**src/rtl/wb_copy_master_pkg.sv**
```systemverilog
// ---------------------------------------------------------------------------
// wb_copy_master_pkg
// Shared Wishbone definitions for the word-copy master:
//   state_e      - copy FSM state encoding (IDLE, READ, WRITE, FIN)
//   WB_SEL_ALL   - all four byte lanes enabled
//   WORD_STRIDE  - byte distance between consecutive 32-bit words
//   word_align() - clears the two byte-offset bits of an address
// ---------------------------------------------------------------------------
package wb_copy_master_pkg;

    typedef enum logic [1:0] {
        ST_IDLE  = 2'd0,
        ST_READ  = 2'd1,
        ST_WRITE = 2'd2,
        ST_FIN   = 2'd3
    } state_e;

    localparam logic [3:0]  WB_SEL_ALL  = 4'hF;
    localparam logic [31:0] WORD_STRIDE = 32'd4;

    function automatic logic [31:0] word_align(input logic [31:0] addr);
        return {addr[31:2], 2'b00};
    endfunction

endpackage

```
**src/rtl/wb_copy_master_if.sv**
```systemverilog
// ---------------------------------------------------------------------------
// wb_copy_master_if
// Wishbone classic bus bundle between the copy master and a memory slave.
//   wb_addr  - byte address            (master -> slave)
//   wb_wdata - write data              (master -> slave)
//   wb_sel   - byte lane enables       (master -> slave)
//   wb_we    - write enable            (master -> slave)
//   wb_cyc   - bus cycle in progress   (master -> slave)
//   wb_stb   - strobe / valid access   (master -> slave)
//   wb_rdata - read data               (slave  -> master)
//   wb_ack   - one-cycle acknowledge   (slave  -> master)
// ---------------------------------------------------------------------------
interface wb_copy_master_if;

    logic [31:0] wb_addr;
    logic [31:0] wb_wdata;
    logic [3:0]  wb_sel;
    logic        wb_we;
    logic        wb_cyc;
    logic        wb_stb;
    logic [31:0] wb_rdata;
    logic        wb_ack;

    modport master (
        output wb_addr, wb_wdata, wb_sel, wb_we, wb_cyc, wb_stb,
        input  wb_rdata, wb_ack
    );

    modport slave (
        input  wb_addr, wb_wdata, wb_sel, wb_we, wb_cyc, wb_stb,
        output wb_rdata, wb_ack
    );

endinterface

```
**src/rtl/wb_copy_master.sv**
```systemverilog
// ---------------------------------------------------------------------------
// wb_copy_master
// Copies len_words 32-bit words from src_addr to dst_addr over a Wishbone
// bus, one read followed by one write per word. Every bus access is guarded
// by a wait counter; an access not acknowledged within TIMEOUT cycles, or an
// abort request, ends the copy with err=1.
//
// Ports
//   clk        - single clock, rising edge
//   reset_n    - synchronous, active-low reset
//   start      - one-cycle copy request, accepted only when idle
//   src_addr   - source byte address (bits [1:0] ignored)
//   dst_addr   - destination byte address (bits [1:0] ignored)
//   len_words  - number of words to copy (0 completes without bus traffic)
//   abort      - terminates an active copy at the next edge
//   busy       - copy in progress (cycle after accepted start .. done)
//   done       - one-cycle completion pulse
//   err        - valid with done: 1 = timeout or abort
//   wb         - Wishbone master port
// ---------------------------------------------------------------------------
module wb_copy_master
    import wb_copy_master_pkg::*;
#(
    parameter int unsigned TIMEOUT = 255
) (
    input  logic                   clk,
    input  logic                   reset_n,
    input  logic                   start,
    input  logic [31:0]            src_addr,
    input  logic [31:0]            dst_addr,
    input  logic [15:0]            len_words,
    input  logic                   abort,
    output logic                   busy,
    output logic                   done,
    output logic                   err,
    wb_copy_master_if.master       wb
);

    localparam int unsigned WCW = (TIMEOUT < 2) ? 1 : $clog2(TIMEOUT + 1);
    // Counter value seen on the last permitted wait cycle.
    localparam logic [WCW-1:0] WAIT_LAST = WCW'(TIMEOUT - 1);

    state_e          state_q, state_d;
    logic [31:0]     src_q,   src_d;
    logic [31:0]     dst_q,   dst_d;
    logic [15:0]     rem_q,   rem_d;
    logic [WCW-1:0]  wait_q,  wait_d;

    logic [31:0]     addr_q,  addr_d;
    logic [31:0]     wdata_q, wdata_d;   // doubles as the word buffer
    logic [3:0]      sel_q,   sel_d;
    logic            we_q,    we_d;
    logic            cyc_q,   cyc_d;
    logic            stb_q,   stb_d;
    logic            busy_q,  busy_d;
    logic            done_q,  done_d;
    logic            err_q,   err_d;

    // Next-state and next-output logic. All bus outputs are registered, so
    // they change only on the edge where a state transition happens.
    always_comb begin
        state_d = state_q;
        src_d   = src_q;
        dst_d   = dst_q;
        rem_d   = rem_q;
        wait_d  = wait_q;
        addr_d  = addr_q;
        wdata_d = wdata_q;
        sel_d   = sel_q;
        we_d    = we_q;
        cyc_d   = cyc_q;
        stb_d   = stb_q;
        busy_d  = busy_q;
        done_d  = 1'b0;
        err_d   = err_q;

        unique case (state_q)
            ST_IDLE: begin
                if (start) begin
                    src_d  = word_align(src_addr);
                    dst_d  = word_align(dst_addr);
                    rem_d  = len_words;
                    wait_d = '0;
                    busy_d = 1'b1;
                    err_d  = 1'b0;
                    if (len_words != 16'd0) begin
                        state_d = ST_READ;
                        addr_d  = word_align(src_addr);
                        sel_d   = WB_SEL_ALL;
                        we_d    = 1'b0;
                        cyc_d   = 1'b1;
                        stb_d   = 1'b1;
                    end else begin
                        // Empty copy: straight to completion, no bus cycle.
                        state_d = ST_FIN;
                        done_d  = 1'b1;
                    end
                end
            end

            ST_READ, ST_WRITE: begin
                if (abort) begin
                    // Abort wins over a same-cycle ack, which is dropped.
                    state_d = ST_FIN;
                    cyc_d   = 1'b0;
                    stb_d   = 1'b0;
                    we_d    = 1'b0;
                    sel_d   = '0;
                    done_d  = 1'b1;
                    err_d   = 1'b1;
                end else if (wb.wb_ack) begin
                    wait_d = '0;
                    if (state_q == ST_READ) begin
                        state_d = ST_WRITE;
                        wdata_d = wb.wb_rdata;
                        addr_d  = dst_q;
                        we_d    = 1'b1;
                    end else begin
                        rem_d = rem_q - 16'd1;
                        if (rem_q == 16'd1) begin
                            state_d = ST_FIN;
                            cyc_d   = 1'b0;
                            stb_d   = 1'b0;
                            we_d    = 1'b0;
                            sel_d   = '0;
                            done_d  = 1'b1;
                            err_d   = 1'b0;
                        end else begin
                            // cyc/stb stay high into the next read.
                            state_d = ST_READ;
                            src_d   = src_q + WORD_STRIDE;
                            dst_d   = dst_q + WORD_STRIDE;
                            addr_d  = src_q + WORD_STRIDE;
                            we_d    = 1'b0;
                        end
                    end
                end else if (wait_q == WAIT_LAST) begin
                    state_d = ST_FIN;
                    cyc_d   = 1'b0;
                    stb_d   = 1'b0;
                    we_d    = 1'b0;
                    sel_d   = '0;
                    done_d  = 1'b1;
                    err_d   = 1'b1;
                end else begin
                    wait_d = wait_q + WCW'(1);
                end
            end

            ST_FIN: begin
                // Acks arriving here are ignored; busy drops next cycle.
                state_d = ST_IDLE;
                busy_d  = 1'b0;
                err_d   = 1'b0;
            end

            default: begin
                state_d = ST_IDLE;
            end
        endcase
    end

    always_ff @(posedge clk) begin
        if (!reset_n) begin
            state_q <= ST_IDLE;
            src_q   <= '0;
            dst_q   <= '0;
            rem_q   <= '0;
            wait_q  <= '0;
            addr_q  <= '0;
            wdata_q <= '0;
            sel_q   <= '0;
            we_q    <= 1'b0;
            cyc_q   <= 1'b0;
            stb_q   <= 1'b0;
            busy_q  <= 1'b0;
            done_q  <= 1'b0;
            err_q   <= 1'b0;
        end else begin
            state_q <= state_d;
            src_q   <= src_d;
            dst_q   <= dst_d;
            rem_q   <= rem_d;
            wait_q  <= wait_d;
            addr_q  <= addr_d;
            wdata_q <= wdata_d;
            sel_q   <= sel_d;
            we_q    <= we_d;
            cyc_q   <= cyc_d;
            stb_q   <= stb_d;
            busy_q  <= busy_d;
            done_q  <= done_d;
            err_q   <= err_d;
        end
    end

    assign wb.wb_addr  = addr_q;
    assign wb.wb_wdata = wdata_q;
    assign wb.wb_sel   = sel_q;
    assign wb.wb_we    = we_q;
    assign wb.wb_cyc   = cyc_q;
    assign wb.wb_stb   = stb_q;

    assign busy = busy_q;
    assign done = done_q;
    assign err  = err_q;

endmodule

```
**src/flat_wrapper.sv**
```systemverilog
// flat-port wrapper written by rule: the top's interface ports become plain ports
module wb_copy_master_flat import wb_copy_master_pkg::*;
#(
    parameter int unsigned TIMEOUT = 255
)
  (clk, reset_n, start, src_addr, dst_addr, len_words, abort, busy, done, err, wb_wb_addr, wb_wb_wdata, wb_wb_sel, wb_wb_we, wb_wb_cyc, wb_wb_stb, wb_wb_rdata, wb_wb_ack);
  wb_copy_master_if wb_i ();
  input  logic clk;
  input  logic reset_n;
  input  logic start;
  input  logic [31:0] src_addr;
  input  logic [31:0] dst_addr;
  input  logic [15:0] len_words;
  input  logic abort;
  output logic busy;
  output logic done;
  output logic err;
  output wire logic [$bits(wb_i.wb_addr)-1:0] wb_wb_addr;
  output wire logic [$bits(wb_i.wb_wdata)-1:0] wb_wb_wdata;
  output wire logic [$bits(wb_i.wb_sel)-1:0] wb_wb_sel;
  output wire logic [$bits(wb_i.wb_we)-1:0] wb_wb_we;
  output wire logic [$bits(wb_i.wb_cyc)-1:0] wb_wb_cyc;
  output wire logic [$bits(wb_i.wb_stb)-1:0] wb_wb_stb;
  input wire logic [$bits(wb_i.wb_rdata)-1:0] wb_wb_rdata;
  input wire logic [$bits(wb_i.wb_ack)-1:0] wb_wb_ack;
  assign wb_wb_addr = wb_i.wb_addr;
  assign wb_wb_wdata = wb_i.wb_wdata;
  assign wb_wb_sel = wb_i.wb_sel;
  assign wb_wb_we = wb_i.wb_we;
  assign wb_wb_cyc = wb_i.wb_cyc;
  assign wb_wb_stb = wb_i.wb_stb;
  assign wb_i.wb_rdata = wb_wb_rdata;
  assign wb_i.wb_ack = wb_wb_ack;
  wb_copy_master #(.TIMEOUT(TIMEOUT)) u_core (.clk(clk), .reset_n(reset_n), .start(start), .src_addr(src_addr), .dst_addr(dst_addr), .len_words(len_words), .abort(abort), .busy(busy), .done(done), .err(err), .wb(wb_i));
endmodule
```
**config.mk**
```make
export PLATFORM = sky130hd
export DESIGN_NAME = wb_copy_master_flat
export DESIGN_NICKNAME = d
export VERILOG_FILES = /design/src/rtl/wb_copy_master_pkg.sv /design/src/rtl/wb_copy_master_if.sv /design/src/rtl/wb_copy_master.sv /design/src/flat_wrapper.sv
export SDC_FILE = /design/constraint.sdc
export NUM_CORES = 1
export LEC_CHECK = 0
export BUFFER_PORTS_ARGS = -buffer_cell sky130_fd_sc_hd__buf_4
export CAP_MARGIN = 20
export CORE_MARGIN = 3
export CORE_UTILIZATION = 25
export CTS_CLUSTER_DIAMETER = 50
export DETAILED_ROUTE_END_ITERATION = 16
export GPL_TIMING_DRIVEN = 1
export PLACE_DENSITY_LB_ADDON = 0.15
export SYNTH_ARGS = -nofsm -noshare
export SYNTH_HDL_FRONTEND = slang
export SYNTH_SLANG_ARGS = --single-unit
```
**constraint.sdc**
```tcl
create_clock -name clk -period 2.3 [get_ports clk]
set_input_delay 0.23 -clock clk [delete_from_list [all_inputs] [get_ports clk]]
set_output_delay 0.23 -clock clk [all_outputs]
set_load 0.01 [all_outputs]
```
* Word level (Yosys, flattened, before mapping) *
Index checks and enable logic that the tools add are counted.
Widths: inputs -> output; s select.

operators by class
  $add $sub $neg = 4
  $mul = 0
  divide/modulo/power cells = 0
  magnitude comparators = 0
  equality and inequality tests = 16
  shift operators = 0
  multiplexer cells = 73
  bitwise gates (word level) = 1
  reduce and logical (&&, ||, !) cells = 15

operators by type and width
  kind                   number
  $mux 32                15
  $pmux 32 s2            3
  $add 32x3->32 const B  2
  $mux 16                4
  $mux 8                 4
  $pmux 16 s2            1
  $mux 4                 7
  $mux 1                 24
  $reduce_and 6->1       3
  $eq 16x1->1 const B    1
  $pmux 8 s2             1
  $reduce_and 4->1       4
  $reduce_bool 16->1     1
  $sub 16x1->16 const B  1
  $mux 2                 7
  $ne 2x2->1 const B     5
  $add 8x1->8 const B    1
  $eq 8x8->1 const B     1
  $ne 4x3->1 const B     2
  $pmux 1 s2             4
  $pmux 4 s2             1
  $pmux 2 s3             1
  $reduce_and 5->1       1
  $eq 2x2->1 const B     2
  other kinds (11)       13

word-level totals
  bits in registers = 163
  latch bits = 0
  bits in writable memories = 0
  memory bits (read-only) = 0
  input bits = 117
  output and inout bits = 74
  logic and storage cells = 122
  memories = 0

* Logic depth before layout (Yosys ltp) *
Gate-level depths: netlist (run 1).

  word-level depth = 6
  mapped depth = 10

* Least setup slack after synthesis (run 1) *
OpenSTA, ideal clock, no wires.

  kind = flip-flop to flip-flop
  from = register u_core.state_q[0]
  to = register u_core.wait_q[3]
  setup time = 0.070 ns
  arrival = 2.077 ns
  data required time = 2.230 ns
  path slack = 0.153 ns
  cell stages (with the launch flop) = 8
  buffers on the path = 1
  cell sequence = dfxtp_1 inv_1 ha_1 buf_2 a211oi_2 a21oi_1 or4_1 a21oi_1

between the ends
  longest elaborated chain between the ends = 4

RTL lines
  item                                                       line                   source
  start, declared                                            wb_copy_master.sv:43   state_e state_q, state_d;
  start signal, assigned                                     wb_copy_master.sv:180  state_q <= state_d;
  $eq 2x2->1 or $eq 2x1->1 (tied branches)                   wb_copy_master.sv:77   unique case (state_q)
  $reduce_or 2->1                                            wb_copy_master.sv:77
  $ne 3x3->1 (no source line), or another cell as far along  -
  $reduce_and 4->1 (no source line)                          -
  end signal, assigned                                       wb_copy_master.sv:184  wait_q <= wait_d;
  end, declared                                              wb_copy_master.sv:47   logic [WCW-1:0] wait_q, wait_d;

Several ways; a longest one is shown, not always the timed one.
A chain may end at the register's enable or synchronous reset.

* Worst setup path after layout (run 1) *
  from = register u_core.state_q[1]
  to = register u_core.addr_q[25] (netlist: u_core.wb.wb_addr[25])

between the ends
  longest elaborated chain between the ends = 5

RTL lines
  item                  line                                         source
  $eq 2x1->1            wb_copy_master.sv:77, wb_copy_master.sv:113
  $mux 32               wb_copy_master.sv:113                        if (state_q == ST_READ) begin
  $mux 32               wb_copy_master.sv:111                        end else if (wb.wb_ack) begin
  $mux 32               wb_copy_master.sv:102                        if (abort) begin
  $pmux 32 s2           wb_copy_master.sv:77
  end signal, assigned  wb_copy_master.sv:185                        addr_q <= addr_d;
  end, declared         wb_copy_master.sv:49                         logic [31:0] addr_q, addr_d;

Several ways; a longest one is shown, not always the timed one. The select of a mux whose other input is x is not followed.

==> flow_summary_export.csv, run 1 <==
group,metric,value,unit
run_status,status,"complete, no violations",
critical_path,reg2reg_slack,0.15,ns
final_layout,postLayoutCoreUtil,0.343,
placement,port_buffers,186,
synth,synth_top_area_cell,"dfxtp_1",
final_layout,fin_nets,1534,
sta,worstMarginPinSlew,0.692,ns
synth,synth_edf_count,0,
sta,whs,0.0303,ns
clock_tree,cts_sinks,154,
critical_path,slowest_delay,0.32,ns
critical_path,critPathLaunchType,"register",
global_routing,grt_pass1_vias,9563,
final_layout,drive_above_1_share,0.258,
floorplanning,rows,69,
synth,postSynth.asyncResetShare,0,
critical_path,path_buf_inv,6,
floorplanning,fp.dieH,197,um
critical_path,crit_top_cell,"buf_4",
placement,gp_congestion,0.848,
drt,ant_nets,0,
placement,dp.cells,1848,
clock_tree,clk_latency,0.45,ns
sta,rsz0062_at_grt,"false",
sta,drv_slew,0,
sta,min_period_over_period,0.934,
synth,synth.top_cells.by_area,"dfxtp_1, a21oi_1, nand2_1",
global_routing,grt-ovfl-total,0,
critical_path,cp_data_required_time,2.66,ns
power_and_ir_drop,power_density,1070,mW/mm^2
drt,dr.pass1.iters,5,
power_and_ir_drop,vdd_drop_max,592,uV
synth,synth_top_area_share,0.337,
sta,setup_violations,0,
drt,wl_per_cell,19.1,um
critical_path,worstSetupPathType,"register to register",
final_layout,final_area,0.0123,sq mm
floorplanning,pin_count,191,
final_layout,diodes,0,
drt,avgViaCountPerCell,5.24,
critical_path,cp_cell_sequence,"inv_1, buf_4, ha_2, buf_4, clkinv_1, buf_12, nor2_1, buf_6, a21oi_1, a311oi_2",
synth,syn_avg_cell_area,7.61,sq um
floorplanning,fp.dieArea,0.0390,sq mm
clock_tree,htreeDepth,4,
clock_tree,cts-root-buf,"clkbuf_16",
placement,place_area,0.0117,sq mm
critical_path,cp.arrival,2.50,ns
critical_path,crit_family,"buffers and inverters",
clock_tree,cts.clk_slew.worst_paths,0.08,ns
sta,min_period,2.15,ns
placement,dp_hpwl,26100,um
clock_tree,cts_buffers,17,
clock_tree,cts_tree,"built",
critical_path,setup.worst_path.end_class,"register",
sta,slew_headroom,0.535,
synth,ys_warn_count,0,
global_routing,grt_pass1_wl,55600,um
synth,syn_area,0.00916,sq mm
critical_path,slowest_stage,"dfxtp_1",
drt,vias,9853,
synth,ys_seq_area_frac,0.337,
clock_tree,cts_buffer_depth,2,
floorplanning,start_util,0.256,
drt,wl,36000,um
floorplanning,core_area,0.0358,sq mm
sta,finClkSkew,0.0195,ns
floorplanning,dieWidth,197,um
drt,drc,0,
drt,drt_iter0_drc,495,
synth,ys_ff_latch,154,
synth,ys.flop_type,"dfxtp_1",
global_routing,grt_usage,0.181,
final_layout,final_cells,1881,
sta,fmaxAchievable,466,MHz
flow_run,maxCapViolCount,0,
critical_path,cp_max_fo,16,
synth,syn_nets,1329,
final_layout,syn_to_final_growth,34.1,%
hold_path,min_path_type,"input port to register",
global_routing,antenna_found_initial,0,
global_routing,grt_max_degree,91,
sta,finalHoldViolCount,0,
synth,syn_inst,1203,
synth,synthDistinctLibCells,83,
power_and_ir_drop,power.leakage,4.59,nW
[layout by cell type, fill, tap and decap left out, drive strengths merged, types with 10 or more instances in the layout]
cell type	instances
a211oi	21
a21boi	10
a21oi	152
a311oi	15
a31oi	20
and3	15
and4	13
buf	297
clkbuf	18
dfxtp	154
inv	23
nand2	155
nand3	47
nand4	28
nor2	65
nor2b	30
nor3	24
nor4	25
o21a	17
o21ai	83
o22ai	11
o2bb2ai	13
or3	14
or4	11
[repair_timing]
action,in CTS,in global routing
setup endpoints to repair,2,25
pin swaps,0,1
buffers inserted,0,0
resized for setup,1,7
hold buffers,2,0
endpoints found under the hold margin,2,0
[tightest hold or removal path, cell delays in order]
cell     delay (ns)
buf_4          0.11
nand2_1        0.04
a21oi_1        0.05
[cells by family after synthesis]
| kind of cell | Yosys count | synth area share |
|---|---|---|
| AND/OR/NAND/NOR | 456 | 0.257 |
| flip-flops | 154 | 0.337 |
| AO/OA/AOI/OAI | 427 | 0.309 |
| multiplexers | 9 | 0.00997 |
| buffers and inverters | 136 | 0.0638 |
| XOR/XNOR | 12 | 0.0115 |
| adder cells (fa/ha/maj) | 9 | 0.0123 |
[synthesized netlist by cell type, types with 9 or more instances]
| master | count |
|---|---|
| o31ai_1 | 9 |
| o21ai_0 | 62 |
| o21a_1 | 17 |
| nand2_1 | 155 |
| nor3_1 | 24 |
| and3_1 | 15 |
| nor2b_1 | 30 |
| buf_4 | 12 |
| a31oi_1 | 20 |
| or4_1 | 11 |
| clkbuf_1 | 71 |
| a211oi_1 | 19 |
| a21oi_1 | 151 |
| nand3_1 | 47 |
| o2bb2ai_1 | 13 |
| and4_1 | 13 |
| a311oi_2 | 10 |
| dfxtp_1 | 154 |
| or3_1 | 14 |
| nand4_1 | 26 |
| ha_1 | 9 |
| o22ai_1 | 11 |
| nor2_1 | 65 |
| o21ai_1 | 20 |
| nor4_1 | 21 |
| buf_2 | 23 |
| inv_1 | 22 |
[worst paths after layout]
kind / startpoint / to / cells after the start
setup reg to reg: u_core.state_q[1]$_SDFFE_PN0P_ / u_core.wb.wb_addr[25]$_SDFFE_PN0P_ / 10
setup / recovery: u_core.state_q[1]$_SDFFE_PN0P_ / u_core.wb.wb_addr[25]$_SDFFE_PN0P_ / 10
hold / removal: wb_wb_rdata[0] / u_core.wb.wb_wdata[0]$_SDFFE_PN0P_ / 3
hold reg to reg: u_core.wb.wb_wdata[16]$_SDFFE_PN0P_ / u_core.wb.wb_wdata[16]$_SDFFE_PN0P_ / 2
[metrics by stage]
step	power, mW	TNS [ns]	worst slack (ns)
global placement	10.3	0	0.0402
global route	14.1	0	0.00130
finish	13.2	0	0.152
detailed placement	10.3	-0.0319	-0.0229
CTS	13.3	0	0.0822
floorplan	7.57	0	0.153
[metal layers]
| layer | share of wire | vias up | global-route usage |
|---|---|---|---|
| met5 | 0 | - | 0 |
| met4 | 0.020 | 0 | 0.0560 |
| met3 | 0.054 | 33 | 0.0321 |
| met2 | 0.45 | 288 | 0.286 |
| met1 | 0.48 | 4662 | 0.252 |
| li1 | - | 4870 | - |
[power by group]
group / switching, mW / total, mW / leakage, nW / internal [mW]
logic: 3.67 / 6.36 / 3.06 / 2.69
registers: 0.596 / 3.89 / 1.26 / 3.29
clock network: 1.31 / 2.91 / 0.277 / 1.60
[registers in the layout, indices dropped and copies added, names as in the netlist]
name	cells
u_core.busy	1
u_core.done	1
u_core.dst_q	30
u_core.err	1
u_core.rem_q	16
u_core.src_q	30
u_core.state_q	2
u_core.wait_q	8
u_core.wb.wb_addr	31
u_core.wb.wb_sel	1
u_core.wb.wb_wdata	32
u_core.wb.wb_we	1
[layout make-up]
| type | count | area, sq um |
|---|---|---|
| fillers | 3838 | 23500 |
| repair buffers | 299 | 2420 |
| flip-flops and latches | 154 | 3080 |
| clock inverters | 13 | 146 |
| multi-input cells | 913 | 5540 |
| clock buffers | 18 | 429 |
| inverters | 23 | 90.1 |
| well taps | 461 | 577 |
Power figures use the tool's default switching activity.
==> run 2: changes to the inputs <==
==> constraint.sdc (replaced) <==
create_clock -name clk -period 2.3 [get_ports clk]
set_input_delay 0.46 -clock clk [delete_from_list [all_inputs] [get_ports clk]]
set_output_delay 0.46 -clock clk [all_outputs]
set_load 0.01 [all_outputs]
==> flow_summary_export.csv, run 2 (synthesis results as in run 1) <==
group,metric,value,unit
run_status,status,"complete, no violations",
drt,wl_per_cell,19.1,um
critical_path,cp_data_required_time,2.64,ns
critical_path,cp.arrival,2.53,ns
floorplanning,fp.dieH,197,um
final_layout,fin_nets,1531,
critical_path,path_buf_inv,2,
drt,avgViaCountPerCell,5.29,
sta,tns,0,ns
power_and_ir_drop,finalPower,13.2,mW
sta,finalHoldViolCount,0,
hold_path,min_to,"u_core.wb.wb_wdata[0]$_SDFFE_PN0P_",
critical_path,r2r-end,"u_core.wb.wb_addr[19]$_SDFFE_PN0P_",
final_layout,final_cell_mix,"buf_4, nand2_1, dfxtp_1, a21oi_1, nor2_1",
placement,dp_hpwl,25600,um
final_layout,final_cells,1878,
clock_tree,htreeDepth,4,
hold_path,min_path_cells,3,
clock_tree,cts_buffer_depth,2,
sta,rsz0062_at_grt,"false",
power_and_ir_drop,vdd_drop_max,578,uV
flow_run,maxCapViolCount,0,
final_layout,layout_commonest_cell,"buf_4",
critical_path,crit_family,"compound AO/OA/AOI/OAI gates",
clock_tree,cts_buffers,17,
global_routing,grt_usage,0.181,
clock_tree,cts_tree,"built",
sta,whs,0.265,ns
global_routing,grt_max_degree,115,
floorplanning,rows,69,
sta,setup_violations,0,
critical_path,slowest_delay,0.45,ns
drt,vias,9931,
critical_path,slowest_stage,"buf_12",
critical_path,cp_max_fo,114,
drt,dr.pass1.iters,5,
critical_path,worstSetupPathType,"register to register",
floorplanning,pin_count,191,
critical_path,reg2regPathDepth,7,
final_layout,diodes,0,
hold_path,min_from,"wb_wb_rdata[0]",
final_layout,drive_above_1_share,0.256,
sta,fmaxAchievable,457,MHz
placement,place_area,0.0116,sq mm
placement,gp_congestion,0.824,
drt,ant_nets,0,
global_routing,antenna_found_initial,0,
sta,drv_slew,0,
power_and_ir_drop,power_density,1070,mW/mm^2
floorplanning,core_area,0.0358,sq mm
placement,dp.cells,1847,
final_layout,postLayoutCoreUtil,0.342,
global_routing,grt_pass1_wl,55700,um
clock_tree,clk_latency,0.45,ns
final_layout,syn_to_final_growth,33.7,%
clock_tree,cts-root-buf,"clkbuf_16",
clock_tree,cts_setup_buffers,0,
global_routing,grt-ovfl-total,0,
clock_tree,cts.clk_slew.worst_paths,0.07,ns
critical_path,critPathLaunchType,"register",
final_layout,final_area,0.0123,sq mm
critical_path,cp_cell_sequence,"inv_1, ha_4, buf_12, nor2b_1, a31oi_1, o21ai_0, o311a_1",
critical_path,r2r_start,"u_core.state_q[1]$_SDFFE_PN0P_",
drt,drt_iter0_drc,752,
hold_path,min_path_type,"input port to register",
floorplanning,fp.dieArea,0.0390,sq mm
drt,wl,35800,um
clock_tree,cts_sinks,154,
placement,place_ws,-0.00706,ns
sta,worstMarginPinSlew,0.541,ns
sta,min_period,2.19,ns
sta,finClkSkew,0.0177,ns
final_layout,largest_reg_flops,32,
global_routing,grt_pass1_vias,9636,
critical_path,setup.worst_path.end_class,"register",
sta,slew_headroom,0.639,
sta,final.setup.worst_slack,0.110,ns
placement,port_buffers,186,
sta,min_period_over_period,0.952,
power_and_ir_drop,power.leakage,4.58,nW
critical_path,reg2reg_slack,0.11,ns
drt,drc,0,
floorplanning,dieWidth,197,um
floorplanning,start_util,0.256,
==> run 2: worst register-to-register path, stage by stage, from the launching register on <==
cell	delay [ns]
dfxtp_1	0.33
inv_1	0.09
ha_4	0.37
buf_12	0.45
nor2b_1	0.22
a31oi_1	0.16
o21ai_0	0.13
o311a_1	0.34
==> run 2: timing repair <==
action                     in CTS  in global routing
cloned                          0                  0
pin swaps                       0                  1
setup endpoints to repair       2                  5
gates resized for setup         1                  4
hold buffers                    0                  0
==> run 2: per-layer routing <==
layer	vias up	wire (um)	global-route usage	part of all wire
met1	4692	17100	0.254	0.48
met4	0	598	0.0496	0.017
li1	4875	-	-	-
met5	-	0	0	0
met3	30	2190	0.0345	0.061
met2	334	15900	0.284	0.44
==> run 2: how the worst max path moves through the flow <==
stage,slack [ns],start,cells after the start,to
finish,0.11,u_core.state_q[1]$_SDFFE_PN0P_,7,u_core.wb.wb_addr[19]$_SDFFE_PN0P_
global route,0.004,u_core.state_q[1]$_SDFFE_PN0P_,7,u_core.wb.wb_addr[19]$_SDFFE_PN0P_
CTS,0.09,u_core.rem_q[0]$_SDFFE_PN0P_,9,u_core.src_q[26]$_SDFFE_PN0P_
detailed placement,-0.007,u_core.state_q[1]$_SDFFE_PN0P_,9,u_core.wait_q[3]$_SDFFE_PN0P_
global placement,0.05,len_words[1],7,u_core.wb.wb_addr[27]$_SDFFE_PN0P_
floorplan,0.15,u_core.state_q[0]$_SDFFE_PN0P_,7,u_core.wait_q[3]$_SDFFE_PN0P_
==> run 2: cell type report <==
class / instances / area, sq um
inverter: 23 / 90.1
multi-input combinational: 913 / 5540
sequential: 154 / 3080
clock buffer: 19 / 443
clock inverter: 12 / 149
timing repair buffer: 296 / 2370
tap: 461 / 577
fill: 3822 / 23600
==> run 2: power breakdown <==
part	total [mW]	switching (mW)	internal (mW)
Sequential	3.91	0.621	3.29
Combinational	6.28	3.65	2.63
Clock	2.96	1.24	1.72
Total	13.2	5.51	7.65
